`src/rtl/oddr_pair_serializer_if.sv`:
```
// Word-in / DDR-pair-out bundle for oddr_pair_serializer.
// The slave modport is the serializer side. The master modport is the producer/observer side.
interface oddr_pair_serializer_if #(
  parameter int WIDTH = 8
);
  logic [WIDTH-1:0] DIN;
  logic             DIN_VALID;
  logic             DIN_READY;
  logic             D1;
  logic             D2;
  logic             CE_OUT;
  logic             BUSY;
  logic             UNDERRUN;

  modport slave (
    input  DIN, DIN_VALID,
    output DIN_READY, D1, D2, CE_OUT, BUSY, UNDERRUN
  );

  modport master (
    output DIN, DIN_VALID,
    input  DIN_READY, D1, D2, CE_OUT, BUSY, UNDERRUN
  );
endinterface

```
`src/rtl/oddr_pair_serializer.sv`:
```
// Parallel-to-DDR serializer: each WIDTH-bit word leaves as bit pairs on D1/D2, LSB pair first.
// Back-to-back words stream with no gap. An empty stream flushes INIT into the DDR cell and pulses UNDERRUN.
module oddr_pair_serializer #(
  parameter int   WIDTH = 8,     // must be even and >= 2
  parameter logic INIT  = 1'b0
) (
  input  logic                   C,
  input  logic                   R,
  oddr_pair_serializer_if.slave  bus
);
  localparam int PAIRS = WIDTH / 2;
  localparam int CW    = (PAIRS > 1) ? $clog2(PAIRS) : 1;
  localparam logic [CW-1:0] LAST = CW'(PAIRS - 1);

  typedef enum logic {IDLE, SHIFT} state_t;

  state_t           state;
  logic [CW-1:0]    cnt;
  logic [WIDTH-1:0] sr;
  logic             d1, d2, ce, busy, underrun;
  logic             last_pair, accept;

  // Ready depends on state only. This lets the producer see it before it commits DIN_VALID.
  assign last_pair     = (cnt == LAST);
  assign bus.DIN_READY = !R && ((state == IDLE) || last_pair);
  assign accept        = bus.DIN_VALID && bus.DIN_READY;

  always_ff @(posedge C) begin
    if (R) begin
      state    <= IDLE;
      cnt      <= '0;
      sr       <= '0;
      d1       <= INIT;
      d2       <= INIT;
      ce       <= 1'b0;
      busy     <= 1'b0;
      underrun <= 1'b0;
    end else begin
      underrun <= 1'b0;
      if (accept) begin
        // Pair 0 goes straight to the outputs. sr keeps only the remaining pairs.
        sr    <= bus.DIN >> 2;
        d1    <= bus.DIN[0];
        d2    <= bus.DIN[1];
        ce    <= 1'b1;
        busy  <= 1'b1;
        cnt   <= '0;
        state <= SHIFT;
      end else if (state == SHIFT) begin
        if (last_pair) begin
          // Stream ran dry: one CE cycle pushes the idle level into the DDR cell.
          state    <= IDLE;
          cnt      <= '0;
          sr       <= '0;
          d1       <= INIT;
          d2       <= INIT;
          ce       <= 1'b1;
          busy     <= 1'b0;
          underrun <= 1'b1;
        end else begin
          d1  <= sr[0];
          d2  <= sr[1];
          sr  <= sr >> 2;
          cnt <= cnt + CW'(1);
          ce  <= 1'b1;
        end
      end else begin
        d1   <= INIT;
        d2   <= INIT;
        ce   <= 1'b0;
        busy <= 1'b0;
      end
    end
  end

  assign bus.D1       = d1;
  assign bus.D2       = d2;
  assign bus.CE_OUT   = ce;
  assign bus.BUSY     = busy;
  assign bus.UNDERRUN = underrun;
endmodule
```
`src/flat_wrapper.sv`:
```
// flat-port wrapper written by rule: the top's interface ports become plain ports
module oddr_pair_serializer_flat 
#(
  parameter int   WIDTH = 8,                             
  parameter logic INIT  = 1'b0
)
  (C, R, bus_DIN, bus_DIN_VALID, bus_DIN_READY, bus_D1, bus_D2, bus_CE_OUT, bus_BUSY, bus_UNDERRUN);
  oddr_pair_serializer_if #(.WIDTH(WIDTH)) bus_i ();
  input  logic C;
  input  logic R;
  input wire logic [$bits(bus_i.DIN)-1:0] bus_DIN;
  input wire logic [$bits(bus_i.DIN_VALID)-1:0] bus_DIN_VALID;
  output wire logic [$bits(bus_i.DIN_READY)-1:0] bus_DIN_READY;
  output wire logic [$bits(bus_i.D1)-1:0] bus_D1;
  output wire logic [$bits(bus_i.D2)-1:0] bus_D2;
  output wire logic [$bits(bus_i.CE_OUT)-1:0] bus_CE_OUT;
  output wire logic [$bits(bus_i.BUSY)-1:0] bus_BUSY;
  output wire logic [$bits(bus_i.UNDERRUN)-1:0] bus_UNDERRUN;
  assign bus_i.DIN = bus_DIN;
  assign bus_i.DIN_VALID = bus_DIN_VALID;
  assign bus_DIN_READY = bus_i.DIN_READY;
  assign bus_D1 = bus_i.D1;
  assign bus_D2 = bus_i.D2;
  assign bus_CE_OUT = bus_i.CE_OUT;
  assign bus_BUSY = bus_i.BUSY;
  assign bus_UNDERRUN = bus_i.UNDERRUN;
  oddr_pair_serializer #(.WIDTH(WIDTH), .INIT(INIT)) u_core (.C(C), .R(R), .bus(bus_i));
endmodule
```
`config.mk`:
```
export PLATFORM = sky130hd
export DESIGN_NAME = oddr_pair_serializer_flat
export DESIGN_NICKNAME = d
export VERILOG_FILES = /design/src/rtl/oddr_pair_serializer_if.sv /design/src/rtl/oddr_pair_serializer.sv /design/src/flat_wrapper.sv
export SDC_FILE = /design/constraint.sdc
export NUM_CORES = 1
export LEC_CHECK = 0
export CORE_MARGIN = 10
export CORE_UTILIZATION = 38
export DETAILED_ROUTE_END_ITERATION = 10
export DONT_BUFFER_PORTS = 1
export MAX_ROUTING_LAYER = met4
export PLACE_DENSITY_LB_ADDON = 0.3
export SLEW_MARGIN = 20
export SYNTH_ARGS = -nofsm -noshare
export SYNTH_HDL_FRONTEND = slang
export SYNTH_SLANG_ARGS = --single-unit
export TNS_END_PERCENT = 30
```
`constraint.sdc`:
```
create_clock -name C -period 2.9 [get_ports C]
set_clock_uncertainty 0.2 [all_clocks]
set_input_delay 0.435 -clock C [delete_from_list [all_inputs] [get_ports C]]
set_output_delay 0.435 -clock C [all_outputs]
set_load 0.01 [all_outputs]
```
==> metrics <==
DRT Wirelength=1330 um; Seq pwr share=0.547; hold_buf cts=0; DRC Markers=0; GP Congestion=about 0.71; area grow syn2layout=7.98%; GRT overflow=0; CTS tree=built; cells after synthesis=63; Warnings, synthesis=0; Post-CTS Setup Bufs=0; delay-heaviest family, CP=flip-flops; largest net degree at the start of global routing=16; Slew @ Worst Pin=0.310 ns; diodes inserted=0; crit-path cells=ha_1 > nor2b_1 > buf_4 > nor2_1; setup TNS=0 ns; dpl ws=approximately 1.3 ns; maximum VDD drop=0.210 mV; synth top area cells=dfxtp_1 (47%), mux2_2 (9.5%), nor2_1 (8.8%); Filler Cells Inserted=150; layout cells sized above 1=0.185; switching share of power=0.227; Max Root-Sink Buffers=2; vias per cell=5.67; clk_lat worst skew=around 0.28 ns; Clock Pin Slew Worst Setup and Hold Paths=0.09 ns; Comb pwr share=0.092; first-pass GRT wire length=2100 um; clock root cell=clkbuf_4; Layout Utilization=0.432; Avg Cell Area, Syn=between 9 and 10 um^2; RSZ-0062 raised after global routing=no; final hold vios=0; vias in the first global route=448; vias post-DR=roughly 460; Mapped Area=596 um^2; core box area=0.00149 mm^2; Die Span X=between 50 and 60 um; slowest CP cell=dfxtp_1; initial core utilization=0.400; fin. max-slew vios=0; status=completed; Clk pwr share=0.361; #FFs+latches synth=14; CTS sink cnt=14; top cell type's share of synthesized area=0.471; PortBufs=0; crit path DAT=between 1 and 1.5 ns; Max Cap Viol=0; leakage=roughly 0.00026 uW; min Tclk post-route=1.89 ns; wire per inst=16.5 um; Switch Pwr=87.4 uW; initial antenna violation count=0; syn_nets=75; Critical Path Sink Type=primary output; Chip Height=59.6 um; Post-CTS Resized=0; Num CTS Buffers=3; setup ws final=between 1 and 1.5 ns; GRT Total Usage=0.0809; Ports=17; cell-internal power=slightly below 300 uW; Row Count=14; post-synth top area cell=dfxtp_1; 1st-pass router iterations=5; final setup vio count=0; worst rel slew slack=0.790; H-tree Lvls=1; Max Clock Freq=between 500 and 600 MHz; Max FO, Critical Path=9; Worst Path Required=roughly 2.3 ns; Crit Path Category=reg2out; hpwl dp=899 um; Critical Path Start Type=flip-flop; Worst path max stage delay=0.35 ns; synth unique cells=20; register area share after synthesis=0.471; Nets=slightly below 80; full die area=approximately 0.0036 mm^2; starting DRC count in detailed routing=27; crit share post-route=0.651; Final ANT Viol Nets=0; power density cells=between 500 and 600 mW/mm^2; worst hold path type=in2reg; Buf/Inv on CP=1
## synth_stat cells
library cell	instances
nor2b_1	1
clkbuf_1	2
a2bb2oi_1	1
nand3_1	2
dfxtp_1	14
nor2_1	14
and2_2	1
nand2_1	5
nor4b_1	1
nor3b_1	1
ha_1	1
mux2_4	1
inv_1	1
nand2b_1	1
a22oi_1	2
buf_4	1
a21oi_1	4
mux2_2	5
a222oi_1	4
buf_6	1
## cell families (layout without fill, tap and decap cells)
kind of cell    Yosys count  after routing  synth area share
mux                       6              6             0.120
fa+ha+maj                 1              1            0.0210
flops                    14             14             0.471
buf+inv                   5              7            0.0504
simple gates             26             26             0.198
compound gates           11             11             0.141
## cell type report
cell class	instances	area (um^2)	area share
Clock buffer	4	36.3	0.0564
Inverter	1	3.75	0.00584
Multi-Input combinational cell	44	285	0.444
Sequential cell	14	280	0.436
Tap cell	16	20.0	0.0311
Timing Repair Buffer	2	17.5	0.0272
## flip-flops by register name, indices dropped and copies added (netlist names)
signal,flops
u_core.bus.BUSY,1
u_core.bus.CE_OUT,1
u_core.bus.D1,1
u_core.bus.D2,1
u_core.bus.UNDERRUN,1
u_core.cnt,2
u_core.sr,6
u_core.state,1
## power by group through the flow
| stage | Clock (uW) | Sequential (uW) | Combinational (uW) |
|---|---|---|---|
| CTS | 146 | 211 | 33.6 |
| global placement | 0 | 215 | 32.6 |
| finish | 139 | 211 | 35.5 |
| global route | 156 | 213 | 41.5 |
| detailed placement | 0 | 216 | 33.3 |
| floorplan | 0 | 213 | 33.9 |
## final timing paths
check / start / to / slack, ns / cells past startpoint
setup / recovery: u_core.cnt[0] / bus_DIN_READY / 1.01 / 4
hold / removal: R / u_core.bus.D1 / 0.01 / 1
setup reg to reg: u_core.cnt[0] / u_core.sr[1] / 1.41 / 5
hold reg to reg: u_core.sr[0] / u_core.bus.D1 / 0.26 / 2
## stage by stage
stage | hold WS [ns] | cell area [um^2] | total power (uW) | instances
after global routing | 0.0000105 | 643 | 410 | 81
after CTS | 0.00138 | 633 | 391 | 80
after floorplan | 0.223 | 596 | 247 | 63
final | 0.0120 | 643 | 386 | 81
after detailed placement | 0.244 | 597 | 249 | 76
after global placement | 0.248 | 597 | 248 | 76
## cells in the final DEF, fill, tap and decap left out, drive strengths merged
master	count
a21oi	4
a222oi	4
a22oi	2
a2bb2oi	1
and2	1
buf	1
clkbuf	4
dfxtp	14
dlygate4sd3	1
ha	1
inv	1
mux2	6
nand2	5
nand2b	1
nand3	2
nor2	14
nor2b	1
nor3b	1
nor4b	1
## metal layers
| layer | vias up | track usage | part of all wire |
|---|---|---|---|
| met1 | 205 | 0.104 | 0.44 |
| li1 | 226 | - | - |
| met5 | - | - | 0 |
| met4 | 0 | 0.0385 | 0.0038 |
| met2 | 26 | 0.0966 | 0.39 |
| met3 | 2 | 0.0451 | 0.16 |
## worst register-to-register path: stages, from the launching register on
cell	delay, ns
dfxtp_1	0.35
ha_1	0.21
nor2b_1	0.06
buf_4	0.16
a222oi_1	0.34
nor2_1	0.06
Note: power is estimated with default switching activity, not from simulation.
